## src/rtl/data_memory_arbiter_if.sv

```systemverilog
// Bus bundle between the two requesters, the arbiter and the data memory.
// The slave view belongs to the arbiter. The master view belongs to the
// environment, which holds both requesters and the memory.
interface data_memory_arbiter_if;
  // Requester side
  logic        iReq0;
  logic        iReq1;
  logic        iWe0;
  logic        iWe1;
  logic [31:0] iAddr0;
  logic [31:0] iAddr1;
  logic [31:0] iWData0;
  logic [31:0] iWData1;
  logic        oAck0;
  logic        oAck1;
  logic        oErr0;
  logic        oErr1;
  logic [31:0] oRData;
  // Memory side
  logic        oMemWrite;
  logic        oMemRead;
  logic [31:0] oMemAddress;
  logic [31:0] oMemData;
  logic [31:0] iMemData;

  modport slave (
    input  iReq0, iReq1, iWe0, iWe1, iAddr0, iAddr1, iWData0, iWData1, iMemData,
    output oAck0, oAck1, oErr0, oErr1, oRData,
    output oMemWrite, oMemRead, oMemAddress, oMemData
  );

  modport master (
    output iReq0, iReq1, iWe0, iWe1, iAddr0, iAddr1, iWData0, iWData1, iMemData,
    input  oAck0, oAck1, oErr0, oErr1, oRData,
    input  oMemWrite, oMemRead, oMemAddress, oMemData
  );
endinterface

```

## src/rtl/data_memory_arbiter.sv

```systemverilog
// Round-robin arbiter that shares a single-port data memory between port 0
// (the CPU load/store unit) and port 1 (the debug/DMA loader).
// Each transaction takes three cycles: IDLE (arbitrate and latch),
// ACCESS (drive the memory) and DONE (acknowledge the winner).
// Range and alignment errors block both memory strobes.
module data_memory_arbiter #(
  parameter logic [31:0] BASE_ADDR = 32'h10010000,
  parameter int          DEPTH     = 256
) (
  input  logic                  clock,
  input  logic                  reset_n,
  data_memory_arbiter_if.slave  bus
);

  localparam logic [31:0] DEPTH_W = 32'(DEPTH);

  typedef enum logic [1:0] {IDLE, ACCESS, DONE} state_t;

  state_t      r_state;
  state_t      w_state_next;

  logic        r_rr;      // port that wins when both ports request
  logic        r_id;      // winner of the transaction in flight
  logic        r_we;
  logic        r_err;
  logic [31:0] r_addr;
  logic [31:0] r_wdata;
  logic [31:0] r_rdata;

  logic        w_any_req;
  logic        w_win;
  logic        w_sel_we;
  logic [31:0] w_sel_addr;
  logic [31:0] w_sel_wdata;
  logic [31:0] w_offset;
  logic        w_err;

  logic        w_ack0;
  logic        w_ack1;
  logic        w_err0;
  logic        w_err1;
  logic        w_mem_write;
  logic        w_mem_read;
  logic [31:0] w_mem_addr;
  logic [31:0] w_mem_data;

  // Winner selection: a lone requester wins; on a tie the rr pointer decides.
  assign w_any_req   = bus.iReq0 | bus.iReq1;
  assign w_win       = (bus.iReq0 & bus.iReq1) ? r_rr : bus.iReq1;
  assign w_sel_we    = w_win ? bus.iWe1    : bus.iWe0;
  assign w_sel_addr  = w_win ? bus.iAddr1  : bus.iAddr0;
  assign w_sel_wdata = w_win ? bus.iWData1 : bus.iWData0;

  // Error check. The offset may wrap when the address lies below the base,
  // but the lower-bound test already flags that case.
  assign w_offset = w_sel_addr - BASE_ADDR;
  assign w_err    = (w_sel_addr[1:0] != 2'b00) ||
                    (w_sel_addr < BASE_ADDR)    ||
                    ((w_offset >> 2) >= DEPTH_W);

  // State register. Reset returns the FSM to IDLE at once, which also drops
  // the strobes and the ack asynchronously.
  always_ff @(posedge clock or negedge reset_n) begin
    if (!reset_n) r_state <= IDLE;
    else          r_state <= w_state_next;
  end

  // Next state, plus the memory and ack outputs decoded from the current state.
  always_comb begin
    w_state_next = r_state;
    w_ack0       = 1'b0;
    w_ack1       = 1'b0;
    w_err0       = 1'b0;
    w_err1       = 1'b0;
    w_mem_write  = 1'b0;
    w_mem_read   = 1'b0;
    w_mem_addr   = '0;
    w_mem_data   = '0;
    unique case (r_state)
      IDLE: begin
        if (w_any_req) w_state_next = ACCESS;
      end
      ACCESS: begin
        w_mem_addr   = r_addr;
        w_mem_data   = r_wdata;
        w_mem_write  = r_we & ~r_err;
        w_mem_read   = ~r_we & ~r_err;
        w_state_next = DONE;
      end
      DONE: begin
        w_ack0       = ~r_id;
        w_ack1       = r_id;
        w_err0       = ~r_id & r_err;
        w_err1       = r_id & r_err;
        w_state_next = IDLE;
      end
      default: w_state_next = IDLE;
    endcase
  end

  // Transaction datapath: latch the winner in IDLE, capture the read data in
  // ACCESS, and hand priority to the other port in DONE.
  always_ff @(posedge clock or negedge reset_n) begin
    if (!reset_n) begin
      r_rr    <= 1'b0;
      r_id    <= 1'b0;
      r_we    <= 1'b0;
      r_err   <= 1'b0;
      r_addr  <= '0;
      r_wdata <= '0;
      r_rdata <= '0;
    end else begin
      unique case (r_state)
        IDLE: begin
          if (w_any_req) begin
            r_id    <= w_win;
            r_we    <= w_sel_we;
            r_addr  <= w_sel_addr;
            r_wdata <= w_sel_wdata;
            r_err   <= w_err;
          end
        end
        ACCESS: begin
          r_rdata <= (r_we | r_err) ? 32'h0 : bus.iMemData;
        end
        DONE: begin
          r_rr <= ~r_id;
        end
        default: ;
      endcase
    end
  end

  assign bus.oAck0       = w_ack0;
  assign bus.oAck1       = w_ack1;
  assign bus.oErr0       = w_err0;
  assign bus.oErr1       = w_err1;
  assign bus.oRData      = r_rdata;
  assign bus.oMemWrite   = w_mem_write;
  assign bus.oMemRead    = w_mem_read;
  assign bus.oMemAddress = w_mem_addr;
  assign bus.oMemData    = w_mem_data;

endmodule

```

## src/flat_wrapper.sv

```systemverilog
// flat-port wrapper written by rule: the top's interface ports become plain ports
module data_memory_arbiter_flat 
#(
  parameter logic [31:0] BASE_ADDR = 32'h10010000,
  parameter int          DEPTH     = 256
)
  (clock, reset_n, bus_iReq0, bus_iReq1, bus_iWe0, bus_iWe1, bus_iAddr0, bus_iAddr1, bus_iWData0, bus_iWData1, bus_iMemData, bus_oAck0, bus_oAck1, bus_oErr0, bus_oErr1, bus_oRData, bus_oMemWrite, bus_oMemRead, bus_oMemAddress, bus_oMemData);
  data_memory_arbiter_if bus_i ();
  input  logic clock;
  input  logic reset_n;
  input wire logic [$bits(bus_i.iReq0)-1:0] bus_iReq0;
  input wire logic [$bits(bus_i.iReq1)-1:0] bus_iReq1;
  input wire logic [$bits(bus_i.iWe0)-1:0] bus_iWe0;
  input wire logic [$bits(bus_i.iWe1)-1:0] bus_iWe1;
  input wire logic [$bits(bus_i.iAddr0)-1:0] bus_iAddr0;
  input wire logic [$bits(bus_i.iAddr1)-1:0] bus_iAddr1;
  input wire logic [$bits(bus_i.iWData0)-1:0] bus_iWData0;
  input wire logic [$bits(bus_i.iWData1)-1:0] bus_iWData1;
  input wire logic [$bits(bus_i.iMemData)-1:0] bus_iMemData;
  output wire logic [$bits(bus_i.oAck0)-1:0] bus_oAck0;
  output wire logic [$bits(bus_i.oAck1)-1:0] bus_oAck1;
  output wire logic [$bits(bus_i.oErr0)-1:0] bus_oErr0;
  output wire logic [$bits(bus_i.oErr1)-1:0] bus_oErr1;
  output wire logic [$bits(bus_i.oRData)-1:0] bus_oRData;
  output wire logic [$bits(bus_i.oMemWrite)-1:0] bus_oMemWrite;
  output wire logic [$bits(bus_i.oMemRead)-1:0] bus_oMemRead;
  output wire logic [$bits(bus_i.oMemAddress)-1:0] bus_oMemAddress;
  output wire logic [$bits(bus_i.oMemData)-1:0] bus_oMemData;
  assign bus_i.iReq0 = bus_iReq0;
  assign bus_i.iReq1 = bus_iReq1;
  assign bus_i.iWe0 = bus_iWe0;
  assign bus_i.iWe1 = bus_iWe1;
  assign bus_i.iAddr0 = bus_iAddr0;
  assign bus_i.iAddr1 = bus_iAddr1;
  assign bus_i.iWData0 = bus_iWData0;
  assign bus_i.iWData1 = bus_iWData1;
  assign bus_i.iMemData = bus_iMemData;
  assign bus_oAck0 = bus_i.oAck0;
  assign bus_oAck1 = bus_i.oAck1;
  assign bus_oErr0 = bus_i.oErr0;
  assign bus_oErr1 = bus_i.oErr1;
  assign bus_oRData = bus_i.oRData;
  assign bus_oMemWrite = bus_i.oMemWrite;
  assign bus_oMemRead = bus_i.oMemRead;
  assign bus_oMemAddress = bus_i.oMemAddress;
  assign bus_oMemData = bus_i.oMemData;
  data_memory_arbiter #(.BASE_ADDR(BASE_ADDR), .DEPTH(DEPTH)) u_core (.clock(clock), .reset_n(reset_n), .bus(bus_i));
endmodule
```

## config.mk

```make
export PLATFORM = sky130hd
export DESIGN_NAME = data_memory_arbiter_flat
export DESIGN_NICKNAME = d
export VERILOG_FILES = /design/src/rtl/data_memory_arbiter_if.sv /design/src/rtl/data_memory_arbiter.sv /design/src/flat_wrapper.sv
export SDC_FILE = /design/constraint.sdc
export NUM_CORES = 1
export LEC_CHECK = 0
export ABC_AREA = 1
export CAP_MARGIN = 20
export CORE_MARGIN = 1.5
export CORE_UTILIZATION = 45
export DETAILED_ROUTE_END_ITERATION = 7
export DONT_BUFFER_PORTS = 1
export HOLD_SLACK_MARGIN = 0.05
export PLACE_DENSITY = 0.67
export SLEW_MARGIN = 10
export SYNTH_ARGS = -nofsm -noshare
export SYNTH_HDL_FRONTEND = slang
export SYNTH_SLANG_ARGS = --single-unit
```

## constraint.sdc

```tcl
create_clock -name clock -period 4.2 [get_ports clock]
set_clock_uncertainty 0.2 [all_clocks]
set_input_delay 1.26 -clock clock [delete_from_list [all_inputs] [get_ports clock]]
set_output_delay 1.26 -clock clock [all_outputs]
set_load 0.02 [all_outputs]
```

### Word level (Yosys, flattened, before mapping)

Index checks and enable logic that the tools add are counted.
Widths: inputs -> output; s select.

* $add $sub $neg: 1
* multiply operators: 0
* divide/modulo/power cells: 0
* order comparisons: 2
* eq/ne operators: 3
* shift-type cells: 0
* mux-type cells: 15
* bitwise operators: 10
* reduce and logical (&&, ||, !) cells: 5

Operators by type and width (number)
* $mux 32: 5
* $lt 32x29->1 const B: 1
* $sub 32x29->32 const B: 1
* $ge 30x9->1 const B: 1
* $mux 1: 8
* $and 1x1->1: 5
* $pmux 2 s2: 1
* $not 1->1: 3
* $eq 2x1->1 const B: 1
* $eq 2x2->1 const B: 1
* $logic_not 2->1: 1
* $logic_or 1x1->1: 2
* $mux 2: 1
* $ne 2x1->1 const B: 1
* $or 1x1->1: 2
* $reduce_and 2->1: 1
* $reduce_bool 2->1: 1

* flip-flop bits (word level): 102
* bits in latches: 0
* RAM bits: 0
* ROM bits: 0
* input bits: 166
* output and inout port bits: 102
* word-level logic and storage cells: 44
* memories: 0

### Longest topological paths before layout

* depth in word-level cells: 6
* mapped depth: 15

### Least setup slack after synthesis

OpenSTA, ideal clock, no wires.

* path kind: register to output
* from: register u_core.r_state[0]
* to: output port bus_oMemData[10]
* data arrival time: 1.372 ns
* data required time: 2.740 ns
* setup slack: 1.368 ns
* cell stages (with the launch flop): 7
* buffers on the path: 2
* path through: dfrtp_1 > inv_1 > nor2_1 > inv_2 > clkbuf_1 > clkbuf_1 > nor2_1

* longest elaborated chain between the ends: 2

RTL lines
* start: declaration: line data_memory_arbiter.sv:19 `state_t r_state;`
* start signal: assignment: line data_memory_arbiter.sv:65 `else r_state <= w_state_next;`
* $eq 2x1->1: line data_memory_arbiter.sv:79 `unique case (r_state)`
* $mux 32: line data_memory_arbiter.sv:79
* end: declaration: line flat_wrapper.sv:28 `output wire logic [$bits(bus_i.oMemData)-1:0] bus_oMemData;`

No other way between the ends.

### Worst setup path after layout

* from: register u_core.r_state[1]
* to: output port bus_oMemAddress[24]

* longest elaborated chain between the ends: 2

RTL lines
* $eq 2x1->1: line data_memory_arbiter.sv:79
* $mux 32: line data_memory_arbiter.sv:79
* end: declaration: line flat_wrapper.sv:27 `output wire logic [$bits(bus_i.oMemAddress)-1:0] bus_oMemAddress;`

No other way between the ends.

==> impl_metrics.ini <==
[timing]
rsz0062_at_grt = false
finalCritPeriodShare_pct = 82.25
tns_ns = 0
clock.fmax_ghz = 0.2895
hold_viol = 0
finalSetupViolCount = 0
max-slew-margin-rel_pct = 49.95
final-max-slew-violation-count = 0
worst_pin_slew_ns = 0.7507
min_period_ns = 3.454

[worst_setup_path]
rr_worst_depth = 11
required_ns = 2.74
endpoint_kind = output pin
crit_type = reg -> out
rr_endpoint = u_core.r_err$_DFFE_PN0P_
path_max_fanout = 59
r2r_slack_ns = 1.68
arrival_ns = 1.99
crit_path_start_kind = flop
r2r-start = u_core.r_rr$_DFFE_PN0P_
startpoint = u_core.r_state[1]$_DFFE_PN0P_

[synth]
synthArstFlopShare_pct = 100.0
syn_nets = 874
synth-edff-count = 0
synth_area_per_cell_um2 = 7.627
yosysSeqAreaShare_pct = 47.27
yosys.cell_types.count = 30
netlist_instances = 708
yosysWarnings = 0
ys.flop_type = dfrtp_1
netlist_area_um2 = 5400
synth_seq_cells = 102

[routing]
remaining_drc_errors = 20
vias_per_cell = 5.478
drtIter0Drc = 329
wl_mm = 14.07
wl_per_cell_um = 16.93
ant_nets = 0
vias = 4552
drt-pass1-iter-count = 7

[global_routing]
antenna_found_initial = 0
grt_pass1_vias = 4294
grt_remaining_overflow = 0
gr-usage-all-layers_pct = 22.02
grt_pass1_wl_mm = 21.89
grt_max_degree = 103

[power]
ir_drop_v = 0.0002917
leakagePower_nw = 2.909
power_density_nw_per_um2 = 668.3

[floorplan]
core_area_um2 = 11560
fp.dieH_um = 112.5
dieArea_um2 = 12670
die_x_um = 112.5
num_io_pins = 268
initial_core_util_pct = 46.69
rows = 39

[min_path]
min_from = u_core.r_addr[7]$_DFFE_PN0P_
hold_end = u_core.r_addr[7]$_DFFE_PN0P_
worstHoldPathCells = 2
hold_class = reg -> reg

[clocking]
cts_resized = 0
cts_root_buffer = clkbuf_16
cts_tree = yes
postCtsSetupBuffers = 0
holdBufCountCts = 0
clkLatencyLatePin_ns = 0.34
cts_buffers = 9
htree_num_levels = 3
cts_buffer_depth = 2
clk_pin_slew_ns = 0.07
clkSinkCount = 102

[outcome]
outcome = finished, violations left
violations = DRC

[final_layout]
final_common_cell = nand2_1
area_growth_pct = 6.256
final_cell_mix = nand2_1 (133), nor2_1 (126), inv_1 (103)
final_util_pct = 49.62
antennaDiodeCount = 0
nFillCells = 1140
drive_gt1_share_pct = 5.959
final_nets = 849

[place]
io_buffers = 0
place_congestion = 0.8991
dpl.hpwl_mm = 10.20

[run]
cap_violations = 0
[report_power, final]
| group | internal (mW) | total [mW] | switching, mW |
|---|---|---|---|
| Clock | 0.471 | 0.855 | 0.385 |
| Combinational | 0.376 | 1.54 | 1.16 |
| Sequential | 1.31 | 1.44 | 0.125 |
[synthesized netlist by cell type (all sizes together) (4+ instances only)]
master,n,area [um2]
nor3,4,31.28
nand3,20,115.1
nand3b,14,105.1
o22ai,33,206.5
buf,14,92.58
nor2,129,491.7
nand2,137,543.0
dfrtp,102,2552
o21ai,81,420.4
inv,104,390.4
a21oi,4,20.02
a22o,32,280.3
clkbuf,29,108.9
[logic make-up (layout without fill, tap and decap cells)]
kind of cell | Yosys count | count (layout) | share of synthesized area [%]
buffers and inverters | 148 | 128 | 11.03
and+or+nand+nor | 306 | 306 | 24.05
DFF | 102 | 102 | 47.27
AOI/OAI and AO/OA | 152 | 152 | 17.66
[routing by layer]
metal  vias to the layer above  part of all wire [%]  global-route usage, %
li1                       2206                     -                      -
met1                      2139                    43                  28.15
met2                       187                    47                  35.65
met3                        20                   8.4                  6.587
met4                         0                   1.7                  7.764
met5                         -                     0                      0
[how the worst max path moves through the flow]
stage / slack, ns / cells after the start / end
after detailed placement: 0.94 / 11 / u_core.r_err$_DFFE_PN0P_
final: 0.75 / 4 / bus_oMemAddress[24]
after global placement: 1.01 / 12 / u_core.r_err$_DFFE_PN0P_
after global routing: 0.58 / 5 / bus_oMemAddress[24]
after floorplan: 1.37 / 6 / bus_oMemData[10]
after CTS: 0.71 / 5 / bus_oMemAddress[24]
[state kept, by name (all words and copies together) (netlist names)]
register / flops
u_core.r_state: 2
u_core.r_addr: 32
u_core.r_wdata: 32
u_core.r_err: 1
u_core.bus.oRData: 32
u_core.r_rr: 1
u_core.r_we: 1
u_core.r_id: 1
[metrics by stage]
step	cell area, um2	power, mW	setup slack [ns]	hold WS [ns]	cells
CTS	5738	3.876	0.7091	0.2911	831
global placement	5431	2.968	1.007	0.2677	815
floorplan	5400	2.722	1.368	0.2530	708
finish	5738	3.834	0.7457	0.2881	831
global route	5738	4.125	0.5847	0.3168	831
detailed placement	5431	3.007	0.9447	0.2739	815
[critical path: stages, from the launching register on]
cell and delay, ns:
dfrtp_1 0.42, nor2_1 0.33, clkinv_2 0.10, buf_4 0.31, nor2_1 0.48
[layout make-up]
cell class                      count  area, um2  share of cell area, %
Sequential cell                   102       2552                  44.48
Multi-Input combinational cell    458       2252                  39.25
Inverter                          105      395.4                  6.891
Clock buffer                        9      225.2                  3.925
Tap cell                          143      178.9                  3.118
Clock inverter                      7      81.33                  1.417
Timing Repair Buffer                7      52.55                 0.9158
Power figures use the tool's default switching activity.
